`src/rtl/reset_sequencer_pkg.sv`:
```
// Shared types and helpers for the staged reset-release controller.
package reset_sequencer_pkg;

    // Controller phases: hold all domains, release them in order, run, serve a soft reset.
    typedef enum logic [1:0] {
        ST_HOLD    = 2'd0,
        ST_RELEASE = 2'd1,
        ST_RUN     = 2'd2,
        ST_SOFT    = 2'd3
    } state_t;

    // Width of a counter that must reach the largest of the three cycle parameters.
    function automatic int cnt_width(input int hold_c, input int step_c, input int pulse_c);
        int m;
        m = hold_c;
        if (step_c > m) m = step_c;
        if (pulse_c > m) m = pulse_c;
        return $clog2(m + 1);
    endfunction

endpackage

```
`src/rtl/reset_sequencer_if.sv`:
```
// Request/status bundle between the reset sequencer and its software-facing master.
//
// Handshake: soft_reset_all and soft_reset_req are single-cycle request pulses with
// no backpressure; a request is either accepted into the pending set or dropped
// (during hold/release, or for the domain already being reset). soft_reset_ack is a
// single-cycle completion pulse per domain. ready/busy/domain_rst/state are levels.
interface reset_sequencer_if
    import reset_sequencer_pkg::*;
#(
    parameter int DOMAINS = 4
);
    logic               soft_reset_all;
    logic [DOMAINS-1:0] soft_reset_req;
    logic [DOMAINS-1:0] domain_rst;
    logic [DOMAINS-1:0] soft_reset_ack;
    logic               ready;
    logic               busy;
    state_t             state;

    modport master (
        output soft_reset_all, soft_reset_req,
        input  domain_rst, soft_reset_ack, ready, busy, state
    );

    modport slave (
        input  soft_reset_all, soft_reset_req,
        output domain_rst, soft_reset_ack, ready, busy, state
    );
endinterface

```
`src/rtl/reset_sequencer_priority_select.sv`:
```
// Lowest-index-wins selector over the pending soft-reset requests.
module reset_sequencer_priority_select #(
    parameter int N  = 4,
    parameter int IW = $clog2(N)
) (
    input  logic [N-1:0]  req,
    output logic [N-1:0]  grant,
    output logic [IW-1:0] index
);
    // Scan from the top down so the lowest set bit is the last one written.
    always_comb begin
        grant = '0;
        index = '0;
        for (int i = N - 1; i >= 0; i--) begin
            if (req[i]) begin
                grant    = '0;
                grant[i] = 1'b1;
                index    = IW'(i);
            end
        end
    end
endmodule

```
`src/rtl/reset_sequencer.sv`:
```
// Staged reset-release controller: holds every domain after reset, releases them
// one by one in index order, then serves global and per-domain soft resets.
module reset_sequencer
    import reset_sequencer_pkg::*;
#(
    parameter int DOMAINS           = 4,
    parameter int HOLD_CYCLES       = 16,
    parameter int STEP_CYCLES       = 8,
    parameter int SOFT_PULSE_CYCLES = 4
) (
    input  logic clk,
    input  logic rst,
    reset_sequencer_if.slave bus
);
    localparam int CW = cnt_width(HOLD_CYCLES, STEP_CYCLES, SOFT_PULSE_CYCLES);
    localparam int IW = $clog2(DOMAINS);

    localparam logic [CW-1:0] HOLD_LAST  = CW'(HOLD_CYCLES - 1);
    localparam logic [CW-1:0] STEP_LAST  = CW'(STEP_CYCLES - 1);
    localparam logic [CW-1:0] PULSE_LAST = CW'(SOFT_PULSE_CYCLES - 1);
    localparam logic [IW-1:0] IDX_LAST   = IW'(DOMAINS - 1);

    state_t             state_q, state_n;
    logic [CW-1:0]      count_q, count_n;
    logic [IW-1:0]      idx_q, idx_n;
    logic [IW-1:0]      sel_q, sel_n;
    logic [DOMAINS-1:0] pending_q, pending_n;
    logic [DOMAINS-1:0] domain_rst_q, domain_rst_n;
    logic [DOMAINS-1:0] ack_q, ack_n;
    logic               ready_q, ready_n;
    logic               busy_q;

    logic [DOMAINS-1:0] grant;
    logic [IW-1:0]      grant_idx;
    logic [DOMAINS-1:0] sel_mask;

    reset_sequencer_priority_select #(
        .N  (DOMAINS),
        .IW (IW)
    ) u_prio (
        .req   (pending_q),
        .grant (grant),
        .index (grant_idx)
    );

    // One-hot mask of the domain currently under soft reset.
    always_comb begin
        sel_mask        = '0;
        sel_mask[sel_q] = 1'b1;
    end

    // Next-state, counter, pending-set and output computation.
    always_comb begin
        state_n      = state_q;
        count_n      = count_q;
        idx_n        = idx_q;
        sel_n        = sel_q;
        pending_n    = pending_q;
        domain_rst_n = domain_rst_q;
        ack_n        = '0;
        ready_n      = ready_q;

        // New requests only collect once the domains are up; the domain being
        // reset right now cannot queue a second reset for itself.
        if (state_q == ST_RUN) begin
            pending_n = pending_q | bus.soft_reset_req;
        end else if (state_q == ST_SOFT) begin
            pending_n = pending_q | (bus.soft_reset_req & ~sel_mask);
        end

        unique case (state_q)
            ST_HOLD: begin
                if (count_q == HOLD_LAST) begin
                    state_n = ST_RELEASE;
                    count_n = '0;
                    idx_n   = '0;
                end else begin
                    count_n = count_q + 1'b1;
                end
            end
            ST_RELEASE: begin
                if (count_q == STEP_LAST) begin
                    domain_rst_n[idx_q] = 1'b0;
                    count_n             = '0;
                    idx_n               = idx_q + 1'b1;
                    if (idx_q == IDX_LAST) begin
                        ready_n = 1'b1;
                        state_n = ST_RUN;
                    end
                end else begin
                    count_n = count_q + 1'b1;
                end
            end
            ST_RUN: begin
                if (pending_q != '0) begin
                    domain_rst_n = domain_rst_q | grant;
                    ready_n      = 1'b0;
                    count_n      = '0;
                    sel_n        = grant_idx;
                    state_n      = ST_SOFT;
                end
            end
            ST_SOFT: begin
                if (count_q == PULSE_LAST) begin
                    domain_rst_n[sel_q] = 1'b0;
                    pending_n[sel_q]    = 1'b0;
                    ack_n[sel_q]        = 1'b1;
                    state_n             = ST_RUN;
                    ready_n             = (pending_n == '0);
                end else begin
                    count_n = count_q + 1'b1;
                end
            end
            default: begin
                state_n = ST_HOLD;
            end
        endcase

        // A global soft reset overrides everything, including an in-flight pulse.
        if (bus.soft_reset_all) begin
            state_n      = ST_HOLD;
            count_n      = '0;
            pending_n    = '0;
            domain_rst_n = '1;
            ack_n        = '0;
            ready_n      = 1'b0;
        end
    end

    // State and output registers; rst aborts any operation and re-holds all domains.
    always_ff @(posedge clk) begin
        if (rst) begin
            state_q      <= ST_HOLD;
            count_q      <= '0;
            idx_q        <= '0;
            sel_q        <= '0;
            pending_q    <= '0;
            domain_rst_q <= '1;
            ack_q        <= '0;
            ready_q      <= 1'b0;
            busy_q       <= 1'b1;
        end else begin
            state_q      <= state_n;
            count_q      <= count_n;
            idx_q        <= idx_n;
            sel_q        <= sel_n;
            pending_q    <= pending_n;
            domain_rst_q <= domain_rst_n;
            ack_q        <= ack_n;
            ready_q      <= ready_n;
            busy_q       <= (state_n != ST_RUN);
        end
    end

    assign bus.domain_rst     = domain_rst_q;
    assign bus.soft_reset_ack = ack_q;
    assign bus.ready          = ready_q;
    assign bus.busy           = busy_q;
    assign bus.state          = state_q;

endmodule

```
`src/flat_wrapper.sv`:
```
// flat-port wrapper written by rule: the top's interface ports become plain ports
module reset_sequencer_flat import reset_sequencer_pkg::*;
#(
    parameter int DOMAINS           = 4,
    parameter int HOLD_CYCLES       = 16,
    parameter int STEP_CYCLES       = 8,
    parameter int SOFT_PULSE_CYCLES = 4
)
  (clk, rst, bus_soft_reset_all, bus_soft_reset_req, bus_domain_rst, bus_soft_reset_ack, bus_ready, bus_busy, bus_state);
  reset_sequencer_if #(.DOMAINS(DOMAINS)) bus_i ();
  input  logic clk;
  input  logic rst;
  input wire logic [$bits(bus_i.soft_reset_all)-1:0] bus_soft_reset_all;
  input wire logic [$bits(bus_i.soft_reset_req)-1:0] bus_soft_reset_req;
  output wire logic [$bits(bus_i.domain_rst)-1:0] bus_domain_rst;
  output wire logic [$bits(bus_i.soft_reset_ack)-1:0] bus_soft_reset_ack;
  output wire logic [$bits(bus_i.ready)-1:0] bus_ready;
  output wire logic [$bits(bus_i.busy)-1:0] bus_busy;
  output wire logic [$bits(bus_i.state)-1:0] bus_state;
  assign bus_i.soft_reset_all = bus_soft_reset_all;
  assign bus_i.soft_reset_req = bus_soft_reset_req;
  assign bus_domain_rst = bus_i.domain_rst;
  assign bus_soft_reset_ack = bus_i.soft_reset_ack;
  assign bus_ready = bus_i.ready;
  assign bus_busy = bus_i.busy;
  assign bus_state = bus_i.state;
  reset_sequencer #(.DOMAINS(DOMAINS), .HOLD_CYCLES(HOLD_CYCLES), .STEP_CYCLES(STEP_CYCLES), .SOFT_PULSE_CYCLES(SOFT_PULSE_CYCLES)) u_core (.clk(clk), .rst(rst), .bus(bus_i));
endmodule
```
`config.mk`:
```
export PLATFORM = sky130hd
export DESIGN_NAME = reset_sequencer_flat
export DESIGN_NICKNAME = d
export VERILOG_FILES = /design/src/rtl/reset_sequencer_pkg.sv /design/src/rtl/reset_sequencer_if.sv /design/src/rtl/reset_sequencer_priority_select.sv /design/src/rtl/reset_sequencer.sv /design/src/flat_wrapper.sv
export SDC_FILE = /design/constraint.sdc
export NUM_CORES = 1
export LEC_CHECK = 0
export ABC_CLOCK_PERIOD_IN_PS = 3200
export BUFFER_PORTS_ARGS = -buffer_cell sky130_fd_sc_hd__buf_2
export CAP_MARGIN = 40
export CORE_MARGIN = 2
export CORE_UTILIZATION = 63
export CTS_BUF_LIST = sky130_fd_sc_hd__clkbuf_8
export DETAILED_ROUTE_END_ITERATION = 16
export PLACE_DENSITY = 0.94
export SETUP_SLACK_MARGIN = 0.4
export SKIP_LAST_GASP = 1
export SYNTH_ARGS = -nofsm -noshare
export SYNTH_HDL_FRONTEND = slang
export SYNTH_SLANG_ARGS = --single-unit
export TNS_END_PERCENT = 5
```
`constraint.sdc`:
```
create_clock -name clk -period 3.2 [get_ports clk]
set_clock_uncertainty 0.15 [all_clocks]
set_input_delay 0.48 -clock clk [delete_from_list [all_inputs] [get_ports clk]]
set_output_delay 0.48 -clock clk [all_outputs]
set_load 0.005 [all_outputs]
```
# Word level (Yosys, flattened, before mapping)
# Cells that the tools add are included.
# W data, S select, Z words.
# word_totals
ff_bits	25
in_bits	7
output_inout_bits	12
# op_classes
n_addsub	2
n_lt_le_gt_ge	4
n_eq_ne	14
muxes	40
n_bitwise	11
n_reduce_logical	14
# op_table
op	n
$mux W4	11
$mux W2	12
$mux W5	4
$pmux W5 S4	1
$and A4 B4 Y4	4
$or A4 B4 Y4	3
$pmux W4 S3	1
$ne A2 B2 Y1 const B	4
$not A4 Y4	2
$pmux W2 S4	1
$eq A2 B2 Y1 const B	3
$lt A2 B3 Y1 const B	2
$mux W1	6
$ne A2 B1 Y1 const B	3
$add A5 B1 Y5 const B	1
$eq A5 B2 Y1 const B	1
$eq A5 B3 Y1 const B	1
$eq A5 B4 Y1 const B	1
$reduce_and A5 Y1	1
$demux W1 S2	2
$ge A2 B1 Y1 const B	2
$logic_not A4 Y1	1
$pmux W2 S2	1
$reduce_and A2 Y1	2
13 further kinds	15

# Logic depth before layout (Yosys ltp)
# depth
word_depth	13
ltp_mapped	9
mapped_depth_nobuf	9

# Modules after synthesis
# A second synthesis with hierarchy kept.
# hier_totals
cells_unflattened	168
hier_area_um2	1420.1
# by_module_without_submodules
module	instances	cells_per_inst	area_each_um2	seq_area_each_um2
reset_sequencer	1	159	1360.1	500.5
reset_sequencer_priority_select	1	9	60.1	0.0

# Least setup slack after synthesis
# No wires, ideal clock.
# synth_timing
kind	reg2reg
start	register u_core.count_q[0]
end	register u_core.count_q[1]
arrival_time_ps	1581
required_ps	2924
path_slack_ps	1343
path_stages_with_launch	7
n_path_buf	0
synth_period_minus_slack_ps	1857
path_cell_list	dfxtp_1 > ha_1 > or3b_1 > o32ai_4 > nor2_1 > a22oi_1 > nor2_1
# synth_between
elab_chain_len	3
elab_cells_between_ends	10
# synth_rtl
element	line_no	source
from (decl)	reset_sequencer.sv:24	logic [CW-1:0] count_q, count_n;
from (signal assigned)	reset_sequencer.sv:144	count_q <= count_n;
$add A5 B1 Y5 (tied with other cells)	reset_sequencer.sv:78, reset_sequencer.sv:91, reset_sequencer.sv:111	
$mux W5 (tied with other cells)	reset_sequencer.sv:104	if (count_q == PULSE_LAST) begin
$pmux W5 S4 or $reduce_and A2 Y1 (tied branches)	-	
# Parallel ways exist; a longest one is shown, timed or not. The select of a mux whose other input is x is not followed.
# A chain may end at the register's enable or synchronous reset.

# Final worst setup path
# layout_timing
start	register u_core.state_q[0], in the netlist u_core.bus.state[0]
end	register u_core.count_q[4]
# layout_between
elab_chain_len	3
elab_cells_between_ends	8
# layout_rtl
element	line_no	source
from (decl)	reset_sequencer.sv:23	state_t state_q, state_n;
from (signal assigned)	reset_sequencer.sv:143	state_q <= state_n;
$eq A2 B2 Y1	reset_sequencer.sv:71	unique case (state_q)
$ne A2 B2 Y1 (no line)	-	
$reduce_and A2 Y1 (no line)	-	
# Parallel ways exist; a longest one is shown, timed or not.

==> impl_results.md <==
- Int Pwr: 0.403 mW
- Clock Latency Late Sink: 0.27 ns
- Max FO, Critical Path: 21
- Status: finished, final reports clean
- Clock power share: 35.4%
- Critical Path, Cell by Cell: nand2_1 > nor3_4 > nor2_1 > o21ai_0 > a21oi_1
- Syn Nets: 180
- Wire per inst: 17.3 um
- Synth Area in Adders: under 10%
- Port bufs: 18
- Htree depth: 1
- Total negative slack: 0 ns
- Antenna-violating nets left: 0
- Synthesized flop and latch total: 25
- Critical Path Max Stage Delay: between 0.7 and 0.8 ns
- Post-Syn Instances: between 150 and 200
- Starting Density: approximately two thirds
- FILL cells: about 170
- YS warnings: 0
- Compound-gate portion of the synthesized area: 24.4%
- Clk sinks: 25
- Number of global-route vias before repair: 1291
- Worst path top cell family by delay: simple AND/OR/NAND/NOR gates
- Switching power: 0.104 mW
- Cell area after synthesis: ~0.0014 mm2
- Pwr per Cell Area: 340 mW/mm2
- F_max: 0.443 GHz
- Flop pwr share: 61.7%
- Slowest CP cell: dfxtp_1
- CTS Buf Count: 3
- Largest family of logic cells by synthesized area: simple AND/OR/NAND/NOR gates
- First-pass GRT wire length: 5930 um
- Initial antenna violation count: 0
- # IOs: 19
- Nets: 195
- Ratio of cells with drive above 1 in the final layout: 15.6%
- Most common library cell in the layout ignoring fill and taps: nor2_1
- Netlist cell types: 40
- Core Util, Final: 74.6%
- Fin. Hold Viols: 0
- Core footprint: ~0.002 mm2
- Routed wire length: around 3600 um
- Total track usage: 30.6%
- Worst-path clk slew: 0.08 ns
- Post-Syn Area per Cell: 8.22 um2
- Critical path type: reg2reg
- Final Critical Period: about 2.3 ns
- Clock tree buffer depth: 2
- Least-Margin Pin Slew: 0.693 ns
- Post-Synth XOR/XNOR Area: 0%
- Worst vdd ir: approximately 0.3 mV
- Area grow syn2layout: 9.45%
- Vias per cell: 6.80
- Rel. slew slack: a little over half
- Post-Layout Cell Count: ~210
- Setup violators final: 0
- Worst Path Required: between 3 and 4 ns
- Core Rows: 16
- CTS tree: done
- Leak: 0.520 nW
- Root Driver: clkbuf_8
- Max_cap viols: 0
- Comb pwr share: 2.9%
- Dpl cells: around 200
- Post-synthesis sequential area ratio: between 30% and 40%
- FF-to-FF path depth: 5
- Most frequent cells in the layout: nor2_1 (27), dfxtp_1 (25), buf_2 (18), a21oi_1 (13), o21ai_0 (11)
- Stages on worst setup path: 5
- Post-CTS Hold Buffers: 0
- Startpoint Class: flip-flop
- Iteration-0 DRC Markers: 95
- DRC: 0
- Routability Congestion: 0.993
- Simple-gate share of the synthesized area: approximately a quarter
- CP Data Arrival Time: 2.25 ns
- Vias: 1407
- Overflow after GRT: 0
- Post-synthesis mux area share: 1.56%
- Total die area: 0.00255 mm2
- Switching Share: 20.5%
- Die width: 50.5 um
- Post-CTS setup buffer count: 0
- Worst min-delay path class: in2reg
- Final HPWL DP: roughly 2500 um
- CTS resizes: 0
- Critical path endpoint category: flip-flop
- Slew Viols, Final: 0
- Hold path depth: 2
- Final period utilization: 70.6%
- TritonRoute pass-1 iters: 6
- Worst path bufs/invs: 0
- Largest net degree at the start of global routing: 22
- Die Ht: 50.5 um
- Diodes inserted: 0
- RSZ-0062 raised after global routing: false
## state kept, by name, indices dropped and copies added, names as in the netlist
name	count
u_core.bus.ready	1
u_core.count_q	5
u_core.bus.soft_reset_ack	4
u_core.pending_q	4
u_core.sel_q	2
u_core.bus.state	2
u_core.bus.busy	1
u_core.idx_q	2
u_core.bus.domain_rst	4
## power groups by stage
| stage | Clock (mW) | Combinational [mW] | Sequential, mW |
|---|---|---|---|
| after floorplan | 0 | 0.00701 | 0.320 |
| after global placement | 0 | 0.0135 | 0.321 |
| after detailed placement | 0 | 0.0142 | 0.321 |
| after CTS | 0.183 | 0.0140 | 0.313 |
| after global routing | 0.195 | 0.0156 | 0.314 |
| final | 0.180 | 0.0145 | 0.313 |
## routing by layer
layer	up-vias	global-route usage (%)	share of wire (%)
met2	115	51.1	47
met3	28	3.87	12
li1	628	-	-
met5	-	0	0
met1	636	39.5	36
met4	0	13.5	4.8
## synthesized netlist by cell type
| cell type | n | area (um2) |
|---|---|---|
| a211oi_1 | 4 | 30.0 |
| a21o_1 | 1 | 7.51 |
| a21oi_1 | 13 | 65.1 |
| a22o_1 | 1 | 8.76 |
| a22oi_1 | 4 | 30.0 |
| a311oi_1 | 2 | 17.5 |
| a31oi_1 | 5 | 31.3 |
| a41o_1 | 1 | 10.0 |
| a41oi_1 | 1 | 8.76 |
| buf_1 | 1 | 3.75 |
| buf_2 | 2 | 10.0 |
| buf_4 | 2 | 15.0 |
| clkbuf_1 | 3 | 11.3 |
| dfxtp_1 | 25 | 500 |
| ha_1 | 7 | 87.6 |
| inv_1 | 8 | 30.0 |
| mux2_2 | 1 | 11.3 |
| mux2i_1 | 1 | 10.0 |
| nand2_1 | 9 | 33.8 |
| nand2b_1 | 4 | 25.0 |
| nand3_1 | 4 | 20.0 |
| nand4_1 | 3 | 18.8 |
| nand4b_1 | 2 | 17.5 |
| nand4bb_1 | 1 | 11.3 |
| nor2_1 | 27 | 101 |
| nor2b_1 | 3 | 18.8 |
| nor3_1 | 6 | 30.0 |
| nor3_4 | 1 | 16.3 |
| nor3b_1 | 2 | 15.0 |
| nor4b_1 | 1 | 8.76 |
| o211ai_1 | 1 | 7.51 |
| o21ai_0 | 11 | 55.1 |
| o21bai_1 | 1 | 7.51 |
| o221a_2 | 1 | 11.3 |
| o22ai_1 | 1 | 6.26 |
| o311ai_0 | 1 | 8.76 |
| o32ai_4 | 1 | 27.5 |
| or2_2 | 2 | 12.5 |
| or3b_1 | 1 | 8.76 |
| or4b_4 | 1 | 13.8 |
## final cells by class
class | count | area, um2 | share of cell area (%)
Inverter | 8 | 30.0 | 2.01
Clock buffer | 3 | 41.3 | 2.77
Clock inverter | 1 | 3.75 | 0.251
Sequential cell | 25 | 500 | 33.5
Tap cell | 27 | 33.8 | 2.26
Multi-Input combinational cell | 125 | 793 | 53.1
Timing Repair Buffer | 18 | 90.1 | 6.04
## final timing paths
| check | startpoint | to | slack [ns] |
|---|---|---|---|
| setup / recovery | u_core.bus.state[0] | u_core.count_q[4] | 0.94 |
| setup reg to reg | u_core.bus.state[0] | u_core.count_q[4] | 0.94 |
| hold reg to reg | u_core.bus.ready | u_core.bus.ready | 0.39 |
| hold / removal | rst | u_core.sel_q[0] | 0.32 |
## through the flow
step	setup slack (ns)	power, mW	instance area, um2	hold slack [ns]
finish	0.941	0.508	1490	0.323
global route	0.790	0.524	1490	0.337
CTS	1.02	0.510	1490	0.319
detailed placement	1.07	0.335	1450	0.370
global placement	1.18	0.334	1450	0.360
floorplan	1.34	0.327	1360	0.325
## cell families after synthesis
| family | count (synthesis) |
|---|---|
| AO/OA/AOI/OAI | 49 |
| adder cells (fa/ha/maj) | 7 |
| buffers and inverters | 16 |
| flip-flops | 25 |
| multiplexers | 2 |
| AND/OR/NAND/NOR | 67 |
(Power assumes the default switching activity.)
